**src/rtl/select_sched_pkg.sv**
```systemverilog
// rtl/select_sched_pkg.sv - shared constants and state type for the select scheduler
// Holds default parameter values, the FSM state encoding and the o_err bit indices.
package select_sched_pkg;

  localparam int DEF_NUM_PORTS   = 5;
  localparam int DEF_CREDIT_W    = 3;
  localparam int DEF_MAX_CREDIT  = 4;
  localparam int DEF_TIMEOUT_W   = 8;
  localparam int DEF_TIMEOUT_CYC = 200;

  localparam int GRANT_IDX_W = 3;
  localparam int ERR_W       = 3;

  typedef enum logic [1:0] {
    IDLE      = 2'd0,
    ISSUE     = 2'd1,
    WAIT_FREE = 2'd2,
    ERR       = 2'd3
  } state_e;

  localparam int ERR_TO   = 0;
  localparam int ERR_SPUR = 1;
  localparam int ERR_OVF  = 2;

endpackage

```
**src/rtl/select_sched_if.sv**
```systemverilog
// rtl/select_sched_if.sv - token, selector and status signals of the select scheduler
// slave : scheduler side (inputs i_*, outputs o_*)
// master: requester / selector / bench side (drives i_*, observes o_*)
interface select_sched_if
  import select_sched_pkg::*;
#(
  parameter int NUM_PORTS = DEF_NUM_PORTS
) ();

  logic                   i_pkt_valid;
  logic [NUM_PORTS-1:0]   i_pkt_mask;
  logic                   o_pkt_ack;
  logic [GRANT_IDX_W-1:0] o_grant_idx;
  logic [NUM_PORTS-1:0]   o_select;
  logic                   o_drive;
  logic                   i_free;
  logic [NUM_PORTS-1:0]   i_credit_ret;
  logic                   i_err_clr;
  logic                   o_busy;
  logic [ERR_W-1:0]       o_err;

  modport slave (
    input  i_pkt_valid, i_pkt_mask, i_free, i_credit_ret, i_err_clr,
    output o_pkt_ack, o_grant_idx, o_select, o_drive, o_busy, o_err
  );

  modport master (
    output i_pkt_valid, i_pkt_mask, i_free, i_credit_ret, i_err_clr,
    input  o_pkt_ack, o_grant_idx, o_select, o_drive, o_busy, o_err
  );

endinterface

```
**src/rtl/select_sched_rr_pick_onehot.sv**
```systemverilog
// rtl/select_sched_rr_pick_onehot.sv - combinational round-robin picker
// req     : request vector
// ptr     : index searched first; search wraps modulo N
// gnt     : one-hot grant (all zero when nothing requests)
// idx     : index of the granted bit
// any_req : at least one request present
module rr_pick_onehot #(
  parameter int N     = 5,
  parameter int IDX_W = (N > 1) ? $clog2(N) : 1
) (
  input  logic [N-1:0]     req,
  input  logic [IDX_W-1:0] ptr,
  output logic [N-1:0]     gnt,
  output logic [IDX_W-1:0] idx,
  output logic             any_req
);

  logic [IDX_W-1:0] pos;

  always_comb begin
    gnt     = '0;
    idx     = '0;
    any_req = 1'b0;
    pos     = '0;
    for (int off = 0; off < N; off++) begin
      pos = IDX_W'((int'(ptr) + off) % N);
      if (!any_req && req[pos]) begin
        any_req = 1'b1;
        idx     = pos;
      end
    end
    gnt[idx] = any_req;
  end

endmodule

```
**src/rtl/select_sched.sv**
```systemverilog
// rtl/select_sched.sv - round-robin, credit-gated scheduler driving a click-based selector
// clk, rstn : clock and asynchronous active-low reset
// bus       : token request/ack, one-hot select + drive pulse, free return,
//             per-port credit returns, error clear, busy and sticky error flags
module select_sched
  import select_sched_pkg::*;
#(
  parameter int NUM_PORTS   = DEF_NUM_PORTS,
  parameter int CREDIT_W    = DEF_CREDIT_W,
  parameter int MAX_CREDIT  = DEF_MAX_CREDIT,
  parameter int TIMEOUT_W   = DEF_TIMEOUT_W,
  parameter int TIMEOUT_CYC = DEF_TIMEOUT_CYC
) (
  input logic          clk,
  input logic          rstn,
  select_sched_if.slave bus
);

  localparam int IDX_W = (NUM_PORTS > 1) ? $clog2(NUM_PORTS) : 1;

  state_e                 state_q, state_d;
  logic [NUM_PORTS-1:0]   select_q, select_d;
  logic                   drive_q, drive_d;
  logic                   ack_q, ack_d;
  logic                   busy_q, busy_d;
  logic [GRANT_IDX_W-1:0] grant_idx_q, grant_idx_d;
  logic [IDX_W-1:0]       ptr_q, ptr_d;
  logic [TIMEOUT_W-1:0]   wd_q, wd_d;
  logic [ERR_W-1:0]       err_q, err_d;
  logic [ERR_W-1:0]       err_evt;
  logic [CREDIT_W-1:0]    credit_q [NUM_PORTS];
  logic [CREDIT_W-1:0]    credit_d [NUM_PORTS];

  logic [NUM_PORTS-1:0]   elig;
  logic [NUM_PORTS-1:0]   pick_gnt;
  logic [IDX_W-1:0]       pick_idx;
  logic                   pick_any;
  logic                   do_grant;

  always_comb begin
    elig = '0;
    for (int i = 0; i < NUM_PORTS; i++) begin
      elig[i] = bus.i_pkt_mask[i] & (credit_q[i] != '0);
    end
  end

  rr_pick_onehot #(
    .N     (NUM_PORTS),
    .IDX_W (IDX_W)
  ) u_pick (
    .req     (elig),
    .ptr     (ptr_q),
    .gnt     (pick_gnt),
    .idx     (pick_idx),
    .any_req (pick_any)
  );

  always_comb begin
    state_d     = state_q;
    select_d    = select_q;
    drive_d     = 1'b0;
    ack_d       = 1'b0;
    grant_idx_d = grant_idx_q;
    ptr_d       = ptr_q;
    wd_d        = wd_q;
    err_evt     = '0;
    do_grant    = 1'b0;

    case (state_q)
      IDLE: begin
        select_d = '0;
        if (bus.i_free) begin
          err_evt[ERR_SPUR] = 1'b1;
        end
        if (bus.i_pkt_valid && pick_any) begin
          do_grant    = 1'b1;
          state_d     = ISSUE;
          select_d    = pick_gnt;
          drive_d     = 1'b1;
          ack_d       = 1'b1;
          grant_idx_d = GRANT_IDX_W'(pick_idx);
          ptr_d       = (pick_idx == IDX_W'(NUM_PORTS - 1)) ? '0 : pick_idx + 1'b1;
        end
      end
      ISSUE: begin
        wd_d = '0;
        // A fast selector may already return free during the launch cycle.
        if (bus.i_free) begin
          state_d  = IDLE;
          select_d = '0;
        end else begin
          state_d = WAIT_FREE;
        end
      end
      WAIT_FREE: begin
        // Free takes priority over a timeout landing in the same cycle.
        if (bus.i_free) begin
          state_d  = IDLE;
          select_d = '0;
        end else if (wd_q == TIMEOUT_W'(TIMEOUT_CYC - 1)) begin
          state_d         = ERR;
          select_d        = '0;
          err_evt[ERR_TO] = 1'b1;
        end else begin
          wd_d = wd_q + 1'b1;
        end
      end
      ERR: begin
        select_d = '0;
        if (bus.i_err_clr) begin
          state_d = IDLE;
        end
      end
      default: begin
        state_d  = IDLE;
        select_d = '0;
      end
    endcase

    // A grant and a return on the same port cancel; a lone return at the
    // ceiling saturates and is reported as overflow.
    for (int i = 0; i < NUM_PORTS; i++) begin
      credit_d[i] = credit_q[i];
      if (do_grant && pick_gnt[i]) begin
        if (!bus.i_credit_ret[i]) begin
          credit_d[i] = credit_q[i] - 1'b1;
        end
      end else if (bus.i_credit_ret[i]) begin
        if (credit_q[i] == CREDIT_W'(MAX_CREDIT)) begin
          err_evt[ERR_OVF] = 1'b1;
        end else begin
          credit_d[i] = credit_q[i] + 1'b1;
        end
      end
    end

    // New events win over a simultaneous clear.
    err_d  = (bus.i_err_clr ? '0 : err_q) | err_evt;
    busy_d = (state_d == ISSUE) || (state_d == WAIT_FREE);
  end

  always_ff @(posedge clk or negedge rstn) begin
    if (!rstn) begin
      state_q     <= IDLE;
      select_q    <= '0;
      drive_q     <= 1'b0;
      ack_q       <= 1'b0;
      busy_q      <= 1'b0;
      grant_idx_q <= '0;
      ptr_q       <= '0;
      wd_q        <= '0;
      err_q       <= '0;
      for (int i = 0; i < NUM_PORTS; i++) begin
        credit_q[i] <= CREDIT_W'(MAX_CREDIT);
      end
    end else begin
      state_q     <= state_d;
      select_q    <= select_d;
      drive_q     <= drive_d;
      ack_q       <= ack_d;
      busy_q      <= busy_d;
      grant_idx_q <= grant_idx_d;
      ptr_q       <= ptr_d;
      wd_q        <= wd_d;
      err_q       <= err_d;
      credit_q    <= credit_d;
    end
  end

  assign bus.o_select    = select_q;
  assign bus.o_drive     = drive_q;
  assign bus.o_pkt_ack   = ack_q;
  assign bus.o_busy      = busy_q;
  assign bus.o_grant_idx = grant_idx_q;
  assign bus.o_err       = err_q;

endmodule
```
**src/flat_wrapper.sv**
```systemverilog
// flat-port wrapper written by rule: the top's interface ports become plain ports
module select_sched_flat import select_sched_pkg::*;
#(
  parameter int NUM_PORTS   = DEF_NUM_PORTS,
  parameter int CREDIT_W    = DEF_CREDIT_W,
  parameter int MAX_CREDIT  = DEF_MAX_CREDIT,
  parameter int TIMEOUT_W   = DEF_TIMEOUT_W,
  parameter int TIMEOUT_CYC = DEF_TIMEOUT_CYC
)
  (clk, rstn, bus_i_pkt_valid, bus_i_pkt_mask, bus_i_free, bus_i_credit_ret, bus_i_err_clr, bus_o_pkt_ack, bus_o_grant_idx, bus_o_select, bus_o_drive, bus_o_busy, bus_o_err);
  select_sched_if #(.NUM_PORTS(NUM_PORTS)) bus_i ();
  input logic clk;
  input logic rstn;
  input wire logic [$bits(bus_i.i_pkt_valid)-1:0] bus_i_pkt_valid;
  input wire logic [$bits(bus_i.i_pkt_mask)-1:0] bus_i_pkt_mask;
  input wire logic [$bits(bus_i.i_free)-1:0] bus_i_free;
  input wire logic [$bits(bus_i.i_credit_ret)-1:0] bus_i_credit_ret;
  input wire logic [$bits(bus_i.i_err_clr)-1:0] bus_i_err_clr;
  output wire logic [$bits(bus_i.o_pkt_ack)-1:0] bus_o_pkt_ack;
  output wire logic [$bits(bus_i.o_grant_idx)-1:0] bus_o_grant_idx;
  output wire logic [$bits(bus_i.o_select)-1:0] bus_o_select;
  output wire logic [$bits(bus_i.o_drive)-1:0] bus_o_drive;
  output wire logic [$bits(bus_i.o_busy)-1:0] bus_o_busy;
  output wire logic [$bits(bus_i.o_err)-1:0] bus_o_err;
  assign bus_i.i_pkt_valid = bus_i_pkt_valid;
  assign bus_i.i_pkt_mask = bus_i_pkt_mask;
  assign bus_i.i_free = bus_i_free;
  assign bus_i.i_credit_ret = bus_i_credit_ret;
  assign bus_i.i_err_clr = bus_i_err_clr;
  assign bus_o_pkt_ack = bus_i.o_pkt_ack;
  assign bus_o_grant_idx = bus_i.o_grant_idx;
  assign bus_o_select = bus_i.o_select;
  assign bus_o_drive = bus_i.o_drive;
  assign bus_o_busy = bus_i.o_busy;
  assign bus_o_err = bus_i.o_err;
  select_sched #(.NUM_PORTS(NUM_PORTS), .CREDIT_W(CREDIT_W), .MAX_CREDIT(MAX_CREDIT), .TIMEOUT_W(TIMEOUT_W), .TIMEOUT_CYC(TIMEOUT_CYC)) u_core (.clk(clk), .rstn(rstn), .bus(bus_i));
endmodule
```
**config.mk**
```make
export PLATFORM = sky130hd
export DESIGN_NAME = select_sched_flat
export DESIGN_NICKNAME = d
export VERILOG_FILES = /design/src/rtl/select_sched_pkg.sv /design/src/rtl/select_sched_if.sv /design/src/rtl/select_sched_rr_pick_onehot.sv /design/src/rtl/select_sched.sv /design/src/flat_wrapper.sv
export SDC_FILE = /design/constraint.sdc
export NUM_CORES = 1
export LEC_CHECK = 0
export ABC_AREA = 1
export ABC_CLOCK_PERIOD_IN_PS = 4200
export CAP_MARGIN = 10
export CORE_UTILIZATION = 50
export CTS_CLUSTER_SIZE = 30
export DETAILED_ROUTE_END_ITERATION = 10
export GPL_ROUTABILITY_DRIVEN = 1
export PLACE_DENSITY = 0.75
export SETUP_SLACK_MARGIN = 0.1
export SLEW_MARGIN = 20
export SYNTH_ARGS = -nofsm -noshare
export SYNTH_HDL_FRONTEND = slang
export SYNTH_SLANG_ARGS = --single-unit
```
**constraint.sdc**
```tcl
create_clock -name clk -period 4.2 [get_ports clk]
set_input_delay 0.84 -clock clk [delete_from_list [all_inputs] [get_ports clk]]
set_output_delay 0.84 -clock clk [all_outputs]
set_load 0.1 [all_outputs]
```
==> flow_metrics.tcl <==
set metrics [dict create \
    status "finished clean" \
    synthDistinctLibCells 42 \
    grt_overflow_total 0 \
    synth_top_area_frac 0.247 \
    clkSinkCount 41 \
    wl_um 8850 \
    first_iter_violations 141 \
    wl_per_cell_um 13.7 \
    skew_ns 0.00547 \
    yosys-top-cells-area "dfrtp_1 (25%), nand2_1 (12%), inv_1 (7.4%)" \
    cts_max_level 2 \
    startpoint "u_core.ptr_q[0]$_DFFE_PN0N_" \
    reg2reg_from "u_core.ptr_q[0]$_DFFE_PN0N_" \
    setup_violations 0 \
    endpoint_kind "flop" \
    antenna_found_initial 0 \
    die_w_um 87.4 \
    synth_area_sq_um 3650 \
    min_period_over_period 0.930 \
    clk_latency_ns 0.30 \
    clock.fmax_ghz 0.256 \
    worst_hold_slack_ns 0.484 \
    cts_tree "built" \
    synthCells 491 \
    core_area_sq_um 6910 \
    slew_viol_final 0 \
    clockBufferDepth 2 \
    syn-num-nets 529 \
    track_usage 0.230 \
    numPortBuffers 28 \
    ios 29 \
    relSlewSlack 0.334 \
    root_buffer "clkbuf_8" \
    via_per_inst 5.26 \
    initial_core_util 0.528 \
    syn_area_per_cell_sq_um 7.43 \
    dieArea_sq_um 7640 \
    layout-drive-gt1-share 0.267 \
    worst_pin_slew_ns 0.995 \
    detail-route-antenna-nets 0 \
    required_ns 4.45 \
    cpMostUsedCell "nand2_1" \
    clkSlewWorstSetupHoldPaths_ns 0.09 \
    cts_buffers 5 \
    tns_ns 0 \
    dr.pass1.iters 4 \
    rsz0062_at_grt "false" \
    die_h_um 87.4 \
    drc 0 \
    fin_crit_ns 3.91 \
    hold_path_class "flop to flop" \
    grt_first_pass_wirelength_um 13700 \
    n_antenna_cell 0 \
    final_cell_mix "nand2_1 (111), inv_1 (67), dfrtp_1 (36)" \
    final_core_util 0.650 \
    grt_pass1_vias 3162 \
    rows 30 \
    start_kind "flop" \
    ys_ff_latch 41 \
    path_max_fanout 6 \
    final_common_cell "nand2_1" \
    gp_congestion 0.886 \
    grt_max_degree 42 \
    cp_slowest_cell "dfrtp_1" \
    ys_seq_area_frac 0.283 \
    crit_type "flop to flop" \
    yosys_warnings 0 \
    hold_viol_final 0 \
    hp-start "u_core.credit_q[14]$_DFFE_PN1P_" \
    cpPeakStageDelay_ns 0.39 \
    fin_nets 587 \
    synth_area_leader_cell "dfrtp_1" \
    arrival_ns 4.16 \
    vias 3397 \
    area_growth_pct 23.0 \
    cts_hold_buf 0 \
    dp_hpwl_um 6420 \
    max-cap-violations 0 \
]
[critical path: cells and delay by family (launching register included)]
kind | cells | cell delay, ns
and+or+nand+nor | 15 | 1.54
buffers and inverters | 6 | 0.47
AOI/OAI and AO/OA | 3 | 0.46
DFF | 1 | 0.39
adders and majority gates | 4 | 0.98
[path summary, 6_finish.rpt]
check,to,slack (ns),cells after the start
min in group asynchronous,u_core.wd_q[5]$_DFFE_PN0P_,0.66,1
hold / removal,u_core.credit_q[14]$_DFFE_PN1P_,0.48,2
setup reg to reg,u_core.credit_q[14]$_DFFE_PN1P_,0.29,28
setup / recovery,u_core.credit_q[14]$_DFFE_PN1P_,0.29,28
max in group asynchronous,u_core.ptr_q[1]$_DFFE_PN0N_,2.98,1
hold reg to reg,u_core.credit_q[14]$_DFFE_PN1P_,0.48,2
[layout make-up]
| type | instances | area, sq um |
|---|---|---|
| multi-input cells | 365 | 2450 |
| fillers | 602 | 2420 |
| flip-flops and latches | 41 | 1030 |
| repair buffers | 53 | 467 |
| inverters | 83 | 319 |
| well taps | 96 | 120 |
| clock buffers | 6 | 82.6 |
| clock inverters | 2 | 13.8 |
[routing by layer]
layer	up-vias	GRT usage	part of all wire
li1	1687	-	-
met1	1600	0.293	0.43
met2	84	0.404	0.49
met3	26	0.0398	0.046
met4	0	0.0581	0.028
met5	-	0	0
[logic make-up (layout without fill, tap and decap cells)]
group | after synthesis | in the layout | synth area share
flip-flops | 41 | 41 | 0.283
AO/OA/AOI/OAI | 66 | 66 | 0.124
AND/OR/NAND/NOR | 265 | 265 | 0.382
adder cells (fa/ha/maj) | 23 | 23 | 0.0892
XOR/XNOR | 11 | 11 | 0.0326
buffers and inverters | 85 | 144 | 0.0895
[timing repair]
item,CTS,global route
endpoints found under the setup margin,0,11
buffers inserted,0,20
resized for setup,0,43
[state kept, by name, indices dropped and copies added, names as in the netlist]
register and flops:
u_core.bus.o_busy 1, u_core.bus.o_drive 1, u_core.bus.o_err 3, u_core.bus.o_grant_idx 3
u_core.bus.o_select 5, u_core.credit_q 15, u_core.ptr_q 3, u_core.state_q 2
u_core.wd_q 8
[metrics by stage]
stage          cell area, sq um  setup WS (ns)  cells
6_report                   4490          0.293    646
5_1_grt                    4490         0.0617    646
4_1_cts                    4160          0.108    626
3_5_place_dp               4070          0.127    618
3_3_place_gp               4070          0.353    618
2_1_floorplan              3650          0.165    491
[synth_stat cells, drive strengths merged]
master,instances
nand2,143
inv,83
nand3,51
nor2,47
dfrtp,36
o21ai,33
a21oi,18
ha,18
xor2,10
nor3,9
nand4,8
dfstp,5
fa,5
o211ai,5
o31ai,4
nand3b,3
o21bai,3
and3,2
buf,2
a22o,1
a31oi,1
nor4,1
o21a,1
or2,1
xnor2,1
Power is left out: the tool's default activity adds up to more than one toggle a clock period on the data nets, which glitch-free logic cannot reach.
